[config.mk]
export PLATFORM = sky130hd
export DESIGN_NAME = riscv_fetch_unit
export DESIGN_NICKNAME = d
export VERILOG_FILES = /design/src/rtl/riscv_fetch_unit.sv
export SDC_FILE = /design/constraint.sdc
export NUM_CORES = 1
export LEC_CHECK = 0
export CAP_MARGIN = 20
export CORE_MARGIN = 3
export CORE_UTILIZATION = 35
export DETAILED_ROUTE_END_ITERATION = 6
export DONT_BUFFER_PORTS = 1
export HOLD_SLACK_MARGIN = 0.02
export PLACE_DENSITY = 0.51
export SLEW_MARGIN = 5
export SYNTH_ARGS = -nofsm -noshare
export SYNTH_HDL_FRONTEND = slang
export SYNTH_SLANG_ARGS = --single-unit
[constraint.sdc]
create_clock -name clk_in -period 23.9 [get_ports clk_in]
set_input_delay 2.39 -clock clk_in [delete_from_list [all_inputs] [get_ports clk_in]]
set_output_delay 2.39 -clock clk_in [all_outputs]
set_load 0.01 [all_outputs]
[src/rtl/riscv_fetch_unit.sv]
// riscv_fetch_unit: RV32I fetch front end with wait-state tolerant imem port,
// DEPTH-entry prefetch FIFO of {pc, instr}, branch redirect/flush and halt.
module riscv_fetch_unit #(
    parameter int              XLEN       = 32,
    parameter int              DEPTH      = 4,
    parameter logic [XLEN-1:0] START_ADDR = '0
) (
    input  logic                   clk_in,
    input  logic                   rst,
    input  logic                   hlt,
    input  logic                   redirect_valid,
    input  logic [XLEN-1:0]        redirect_pc,
    output logic                   imem_req,
    output logic [XLEN-1:0]        imem_addr,
    input  logic                   imem_ack,
    input  logic [31:0]            imem_rdata,
    output logic                   instr_valid,
    output logic [31:0]            instr,
    output logic [XLEN-1:0]        instr_pc,
    input  logic                   instr_ready,
    output logic [$clog2(DEPTH):0] fifo_count
);
    localparam int AW = $clog2(DEPTH);
    localparam int CW = AW + 1;
    localparam logic [CW-1:0] FULL = CW'(DEPTH);

    typedef enum logic [1:0] {IDLE, WAIT, DROP} state_t;

    state_t          state_q;
    logic            req_q;
    logic [XLEN-1:0] addr_q;
    logic [XLEN-1:0] fetch_pc_q;
    logic [XLEN-1:0] fetch_pc_d;
    logic [CW-1:0]   count_q;
    logic [CW-1:0]   count_d;
    logic [AW-1:0]   rd_ptr_q;
    logic [AW-1:0]   wr_ptr_q;
    logic [XLEN-1:0] pc_mem_q  [DEPTH];
    logic [31:0]     ins_mem_q [DEPTH];
    logic            ack;
    logic            push;
    logic            pop;
    logic            space;
    logic            go;

    always_comb begin
        ack        = req_q & imem_ack;
        push       = (state_q == WAIT) & ack & ~redirect_valid;
        pop        = instr_valid & instr_ready & ~redirect_valid;
        count_d    = redirect_valid ? '0 : count_q + CW'(push) - CW'(pop);
        space      = count_d < FULL;
        go         = ~hlt & ~redirect_valid & space;
        fetch_pc_d = redirect_valid ? (redirect_pc & ~XLEN'(3)) :
                     push ? fetch_pc_q + XLEN'(4) : fetch_pc_q;
    end

    always_ff @(posedge clk_in or posedge rst) begin
        if (rst) begin
            state_q    <= IDLE;
            req_q      <= 1'b0;
            addr_q     <= START_ADDR;
            fetch_pc_q <= START_ADDR;
        end else begin
            fetch_pc_q <= fetch_pc_d;
            case (state_q)
                IDLE: if (go) begin
                    state_q <= WAIT;
                    req_q   <= 1'b1;
                    addr_q  <= fetch_pc_q;
                end
                // A redirect never withdraws a live request; it is drained in DROP.
                WAIT: if (redirect_valid) begin
                    if (ack) begin
                        state_q <= IDLE;
                        req_q   <= 1'b0;
                    end else begin
                        state_q <= DROP;
                    end
                end else if (ack) begin
                    if (go) begin
                        addr_q <= fetch_pc_d;
                    end else begin
                        state_q <= IDLE;
                        req_q   <= 1'b0;
                    end
                end
                DROP: if (ack) begin
                    state_q <= IDLE;
                    req_q   <= 1'b0;
                end
                default: state_q <= IDLE;
            endcase
        end
    end

    always_ff @(posedge clk_in or posedge rst) begin
        if (rst) begin
            count_q  <= '0;
            rd_ptr_q <= '0;
            wr_ptr_q <= '0;
            for (int i = 0; i < DEPTH; i++) begin
                pc_mem_q[i]  <= '0;
                ins_mem_q[i] <= '0;
            end
        end else begin
            count_q <= count_d;
            if (redirect_valid) begin
                rd_ptr_q <= '0;
                wr_ptr_q <= '0;
            end else begin
                if (push) begin
                    pc_mem_q[wr_ptr_q]  <= fetch_pc_q;
                    ins_mem_q[wr_ptr_q] <= imem_rdata;
                    wr_ptr_q            <= wr_ptr_q + AW'(1);
                end
                if (pop) rd_ptr_q <= rd_ptr_q + AW'(1);
            end
        end
    end

    assign imem_req    = req_q;
    assign imem_addr   = addr_q;
    assign instr_valid = count_q != '0;
    assign instr       = ins_mem_q[rd_ptr_q];
    assign instr_pc    = pc_mem_q[rd_ptr_q];
    assign fifo_count  = count_q;
endmodule

# Yosys cells after proc, flatten, opt, wreduce, memory -nomap -nowiden
# Cells that the tools add are included.
[totals]
regBits = 330
in_bits = 70
output_inout_bits = 101
elab_cells = 90
[op_classes]
addsub = 5
n_lt_le_gt_ge = 4
eq_ne = 9
muxes = 35
bitwise_logic = 11
reduce_logical = 11
[ops]
columns = ["cell", "n"]
rows = [
  ["$mux 32", 11],
  ["$bwmux 128", 2],
  ["$bmux 32 s2", 2],
  ["$demux 32 s2", 1],
  ["$pmux 32 s2", 1],
  ["$add 32x3->32 const B", 1],
  ["$mux 2", 10],
  ["$ne 2x2->1 const B", 5],
  ["$reduce_and 4->1", 2],
  ["$and 1x1->1", 7],
  ["$ge 3x3->1 const B", 2],
  ["$ne 3x3->1 const B", 2],
  ["$not 2->3", 2],
  ["$pmux 2 s3", 1],
  ["$reduce_bool 2->1", 3],
  ["$reduce_bool 3->1", 2],
  ["$mux 1", 5],
  ["$reduce_and 5->1", 1],
  ["$add 2x1->2 const B", 2],
  ["$add 3x1->3", 1],
  ["$lt 3x1->1 const B", 1],
  ["$lt 3x3->1 const B", 1],
  ["$mux 3", 1],
  ["$pmux 1 s3", 1],
  ["other kinds (7)", 8],
]

# Depth between registers and ports, before layout
[depth]
ltp_word = 12
ltp_mapped = 17
depth_no_buf = 15

# Worst setup path after synthesis
# Ideal clock, no wire load.
[synth_timing]
path_type = "input -> register"
startpoint = "input port redirect_valid"
endpoint = "register addr_q[9], in the netlist imem_addr[9]"
setup_time_ps = 121
arrival_time_ps = 5395
required_ps = 23779
slack_ps = 18384
stages = 15
n_path_buf = 5
path_cell_list = "clkbuf_1 -> buf_2 -> buf_1 -> buf_1 -> nor2_1 -> ha_1 -> inv_1 -> ha_1 -> inv_1 -> fa_1 -> xor3_1 -> a211o_1 -> buf_2 -> a221o_1 -> o22a_1"
[synth_between]
elab_chain_cells = 9
elab_cells_between_ends = 19
cone_classes = "2 x add/sub; 1 x order compare; 3 x eq/ne; 7 x mux; 5 x bitwise; 1 x reduce/logical"
[synth_lines]
columns = ["element", "line", "rtl"]
rows = [
  ["start: declaration", "11", "input logic redirect_valid,"],
  ["$not 1->1 (no source line)", "n/a", ""],
  ["$and 1x1->1", "48", "push = (state_q == WAIT) & ack & ~redirect_valid;"],
  ["$add 3x1->3", "50", "count_d = redirect_valid ? '0 : count_q + CW'(push) - CW'(pop);"],
  ["$sub 3x1->3", "50", ""],
  ["$mux 3", "50", ""],
  ["$lt 3x3->1", "51", "space = count_d < FULL;"],
  ["$and 1x1->1", "52", "go = ~hlt & ~redirect_valid & space;"],
  ["$ne 2x2->1 (no source line)", "n/a", ""],
  ["$reduce_and 5->1 (no source line)", "n/a", ""],
  ["end signal: assignment", "69", "addr_q <= fetch_pc_q;"],
  ["end signal: assignment", "81", "addr_q <= fetch_pc_d;"],
  ["end: declaration", "31", "logic [XLEN-1:0] addr_q;"],
]
# Several ways; a longest one is shown, not always the timed one. The select of a mux whose other input is x is not followed.
# A chain may end at the register's enable or synchronous reset.

# Final worst setup path
[layout_timing]
startpoint = "input port imem_ack"
endpoint = "register addr_q[29], in the netlist imem_addr[29]"
[layout_between]
elab_chain_cells = 10
elab_cells_between_ends = 18
cone_classes = "2 x add/sub; 1 x order compare; 3 x eq/ne; 7 x mux; 4 x bitwise; 1 x reduce/logical"
[layout_lines]
columns = ["element", "line", "rtl"]
rows = [
  ["start: declaration", "15", "input logic imem_ack,"],
  ["$and 1x1->1 (*)", "47", "ack = req_q & imem_ack;"],
  ["$and 1x1->1 (2 in series)", "48", ""],
  ["$add 3x1->3", "50", ""],
  ["$sub 3x1->3", "50", ""],
  ["$mux 3", "50", ""],
  ["$lt 3x3->1", "51", ""],
  ["$and 1x1->1", "52", ""],
  ["$ne 2x2->1 (no source line)", "n/a", ""],
  ["$reduce_and 5->1 (no source line)", "n/a", ""],
]
# Every way passes the cells marked *; elsewhere a longest branch is shown, timed or not. The select of a mux whose other input is x is not followed.

==> results.md <==
- Flop2flop setup slack: 19560 ps
- Slew HR: 0.296
- Syn Area/Cell: 13.9 µm²
- Final Hold Fails: 0
- Largest net degree at the start of global routing: 128
- Final setup TNS: 0 ps
- Net Count, Synth: 1171
- Clock sink count: 330
- CP Launch Type: input pin
- Crit path cell chain: nand2_1 -> nor3_4 -> inv_2 -> ha_1 -> inv_1 -> ha_1 -> inv_1 -> fa_1 -> xor3_1 -> a211oi_4 -> buf_4 -> mux2_2
- Most frequent cells in the layout: dfrtp_1 (328), mux2_2 (265), mux4_2 (64)
- Cell area after layout: 16900 µm²
- Vias in the first global route: 9283
- Psw: 522 µW
- Final wirelength: 37.6 mm
- CTS tree: yes
- Slew Limit Fails: 0
- Site Rows: 75
- Layout cell share with drive strength beyond 1: 0.395
- Skew-Pair Late Insertion Delay: 550 ps
- First-pass GRT wire length: 58.9 mm
- Final setup vio count: 0
- Commonest non-fill, non-tap cell in the layout: dfrtp_1
- #FFs+latches synth: 330
- Buffers on Ports: 0
- Synthesized instance count: 1090
- Wire per inst: 22.7 µm
- # Max-Cap Violations: 0
- Die Wd: 214 µm
- Unrepaired setup endpoints after global routing: false
- Static leakage: 0.00783 µW
- Worst setup EP type: flop
- Switch share: 0.306
- Final HPWL DP: 22.9 mm
- Die area: 46000 µm²
- Worst Path Buf+Inv: 4
- Reg clk slew, reported paths: 60 ps
- Area grow syn2layout: 11.4%
- Clock Path Buffers: 3
- FMAX: 186 MHz
- Placed Instances: 1591
- Clk_skew: 16.8 ps
- Combinational power share: 0.222
- Netlist cell types: 65
- Yosys Warn Count: 0
- Ant. Diodes: 0
- Seq/Total Area, Yosys: 0.543
- # fillers: 4027
- Most used flip-flop cell after synthesis: dfrtp_1
- Clk network pwr share: 0.340
- Worst-Margin Slew: 1060 ps
- R2R Path Start: state_q[1]
- Reg2reg path depth: 14
- Asr flop ratio synth: 1.00
- Worst min path class: reg2reg
- 1st-pass router iterations: 5
- Final period util: 0.224
- Pwr per Cell Area: 101 nW/µm²
- Htree depth: 2
- Post_cts resized: 0
- Worst path required time: 24330 ps
- Hold-fix buffers at CTS: 0
- Die H: 214 µm
- Layout Cells excl Fill: 1656
- Antenna Violating Nets Remaining: 0
- Area of the mapped netlist: 15200 µm²
- Total grt overflow: 0
- Share of the synthesized area in the top cell type: 0.543
- EDFF count, synth: 0
- Status: completed
- Num ports: 171
- Initial DRC count: 361
- All-Layer GR Usage: 0.166
- Post-route minimum period: 5370 ps
- Cell Area, Placed: 15700 µm²
- Crit. path cell count: 12
- CTS root buf: clkbuf_16
- Initial Utilization: 0.358
- CP max-delay cell: a211oi_4
- Family with the most delay on the worst path: adder cells
- Finished Core Util: 0.399
- Routability cong.: 0.741
- Worst vdd ir: 0.0414 mV
- Dominant cells by area after synthesis: dfrtp_1 (54%), mux2_2 (20%), mux4_2 (9.5%), nand2_1 (1.7%), buf_2 (1.2%)
- Crit path launch: imem_ack
- CP endpoint: imem_addr[29]
- Critical path arrival: 5790 ps
- Fin nets: 1136
- Core area: 42400 µm²
- Setup Buffers After CTS: 0
- Sequential cell fraction of total power: 0.437
- DRC: 0
- Via/cell ratio: 5.30
- Initial antenna violation count: 1
- Synth area leader: dfrtp_1
- CP max FO: 17
- Pint: 1180 µW
- Crit Path Class: in2reg
- Vias: 8776
- CTS buffer count: 38
- CP max stage delay: 600 ps
- Crit Reg-Reg Endpoint: imem_addr[29]
Yosys cell counts, types with 10 or more instances:
cell	instances
a21oi_1	24
buf_2	37
clkbuf_1	37
dfrtp_1	330
ha_1	10
inv_1	13
mux2_2	265
mux4_2	64
nand2_1	67
nand3_1	16
nor2_1	34
o21ai_0	32
xnor2_1	10
xor2_1	14
through the flow:
stage | hold WS [ps] | total power, µW | worst slack [ps]
2_1_floorplan | 445 | 1030 | 12370
3_3_place_gp | 460 | 1140 | 17980
3_5_place_dp | 474 | 1150 | 17960
4_1_cts | 488 | 1740 | 18450
5_1_grt | 504 | 1810 | 18370
6_report | 479 | 1710 | 18530
worst min path at each step:
stage | end | from | cells after the start | slack (ps)
after floorplan | pc_mem_q[62] | pc_mem_q[62] | 2 | 440
after global placement | pc_mem_q[126] | pc_mem_q[126] | 2 | 460
after detailed placement | pc_mem_q[126] | pc_mem_q[126] | 2 | 470
after CTS | pc_mem_q[126] | pc_mem_q[126] | 2 | 490
after global routing | ins_mem_q[82] | ins_mem_q[82] | 1 | 500
final | pc_mem_q[126] | pc_mem_q[126] | 2 | 480
layout make-up:
type                    count  area [µm²]  share of cell area
clock inverters             9        95.1             0.00561
well taps                 577         722              0.0426
flip-flops and latches    330        8270               0.488
clock buffers              55        1140              0.0672
repair buffers             14         118             0.00694
multi-input cells         656        6540               0.386
inverters                  15        63.8             0.00377
power groups by stage:
stage	Clock [µW]	Combinational, µW	Sequential (µW)
final	580	379	746
after global routing	628	417	762
after CTS	603	390	749
after detailed placement	0	389	758
after global placement	0	384	756
after floorplan	0	322	712
cells by family after synthesis:
kind of cell,synth area share
simple gates,0.0600
xor+xnor,0.0154
flops,0.543
compound gates,0.0476
mux,0.295
buf+inv,0.0294
fa+ha+maj,0.00955
worst min-delay path: cells and delay by family (launching register included):
family / cells / cell delay, ps
AOI/OAI and AO/OA: 1 / 60
and+or+nand+nor: 1 / 50
DFF: 1 / 340
registers in the layout (all words and copies together) (netlist names):
register / cells
ins_mem_q: 128
fifo_count: 3
fetch_pc_q: 32
pc_mem_q: 128
imem_req: 1
rd_ptr_q: 2
state_q: 2
wr_ptr_q: 2
imem_addr: 32
per-layer routing:
metal,vias up,GRT usage,part of all wire
met5,-,0,0.00027
li1,3910,-,-
met3,47,0.0465,0.058
met1,4644,0.220,0.45
met2,173,0.265,0.47
met4,2,0.0506,0.021
(Power assumes the default switching activity.)
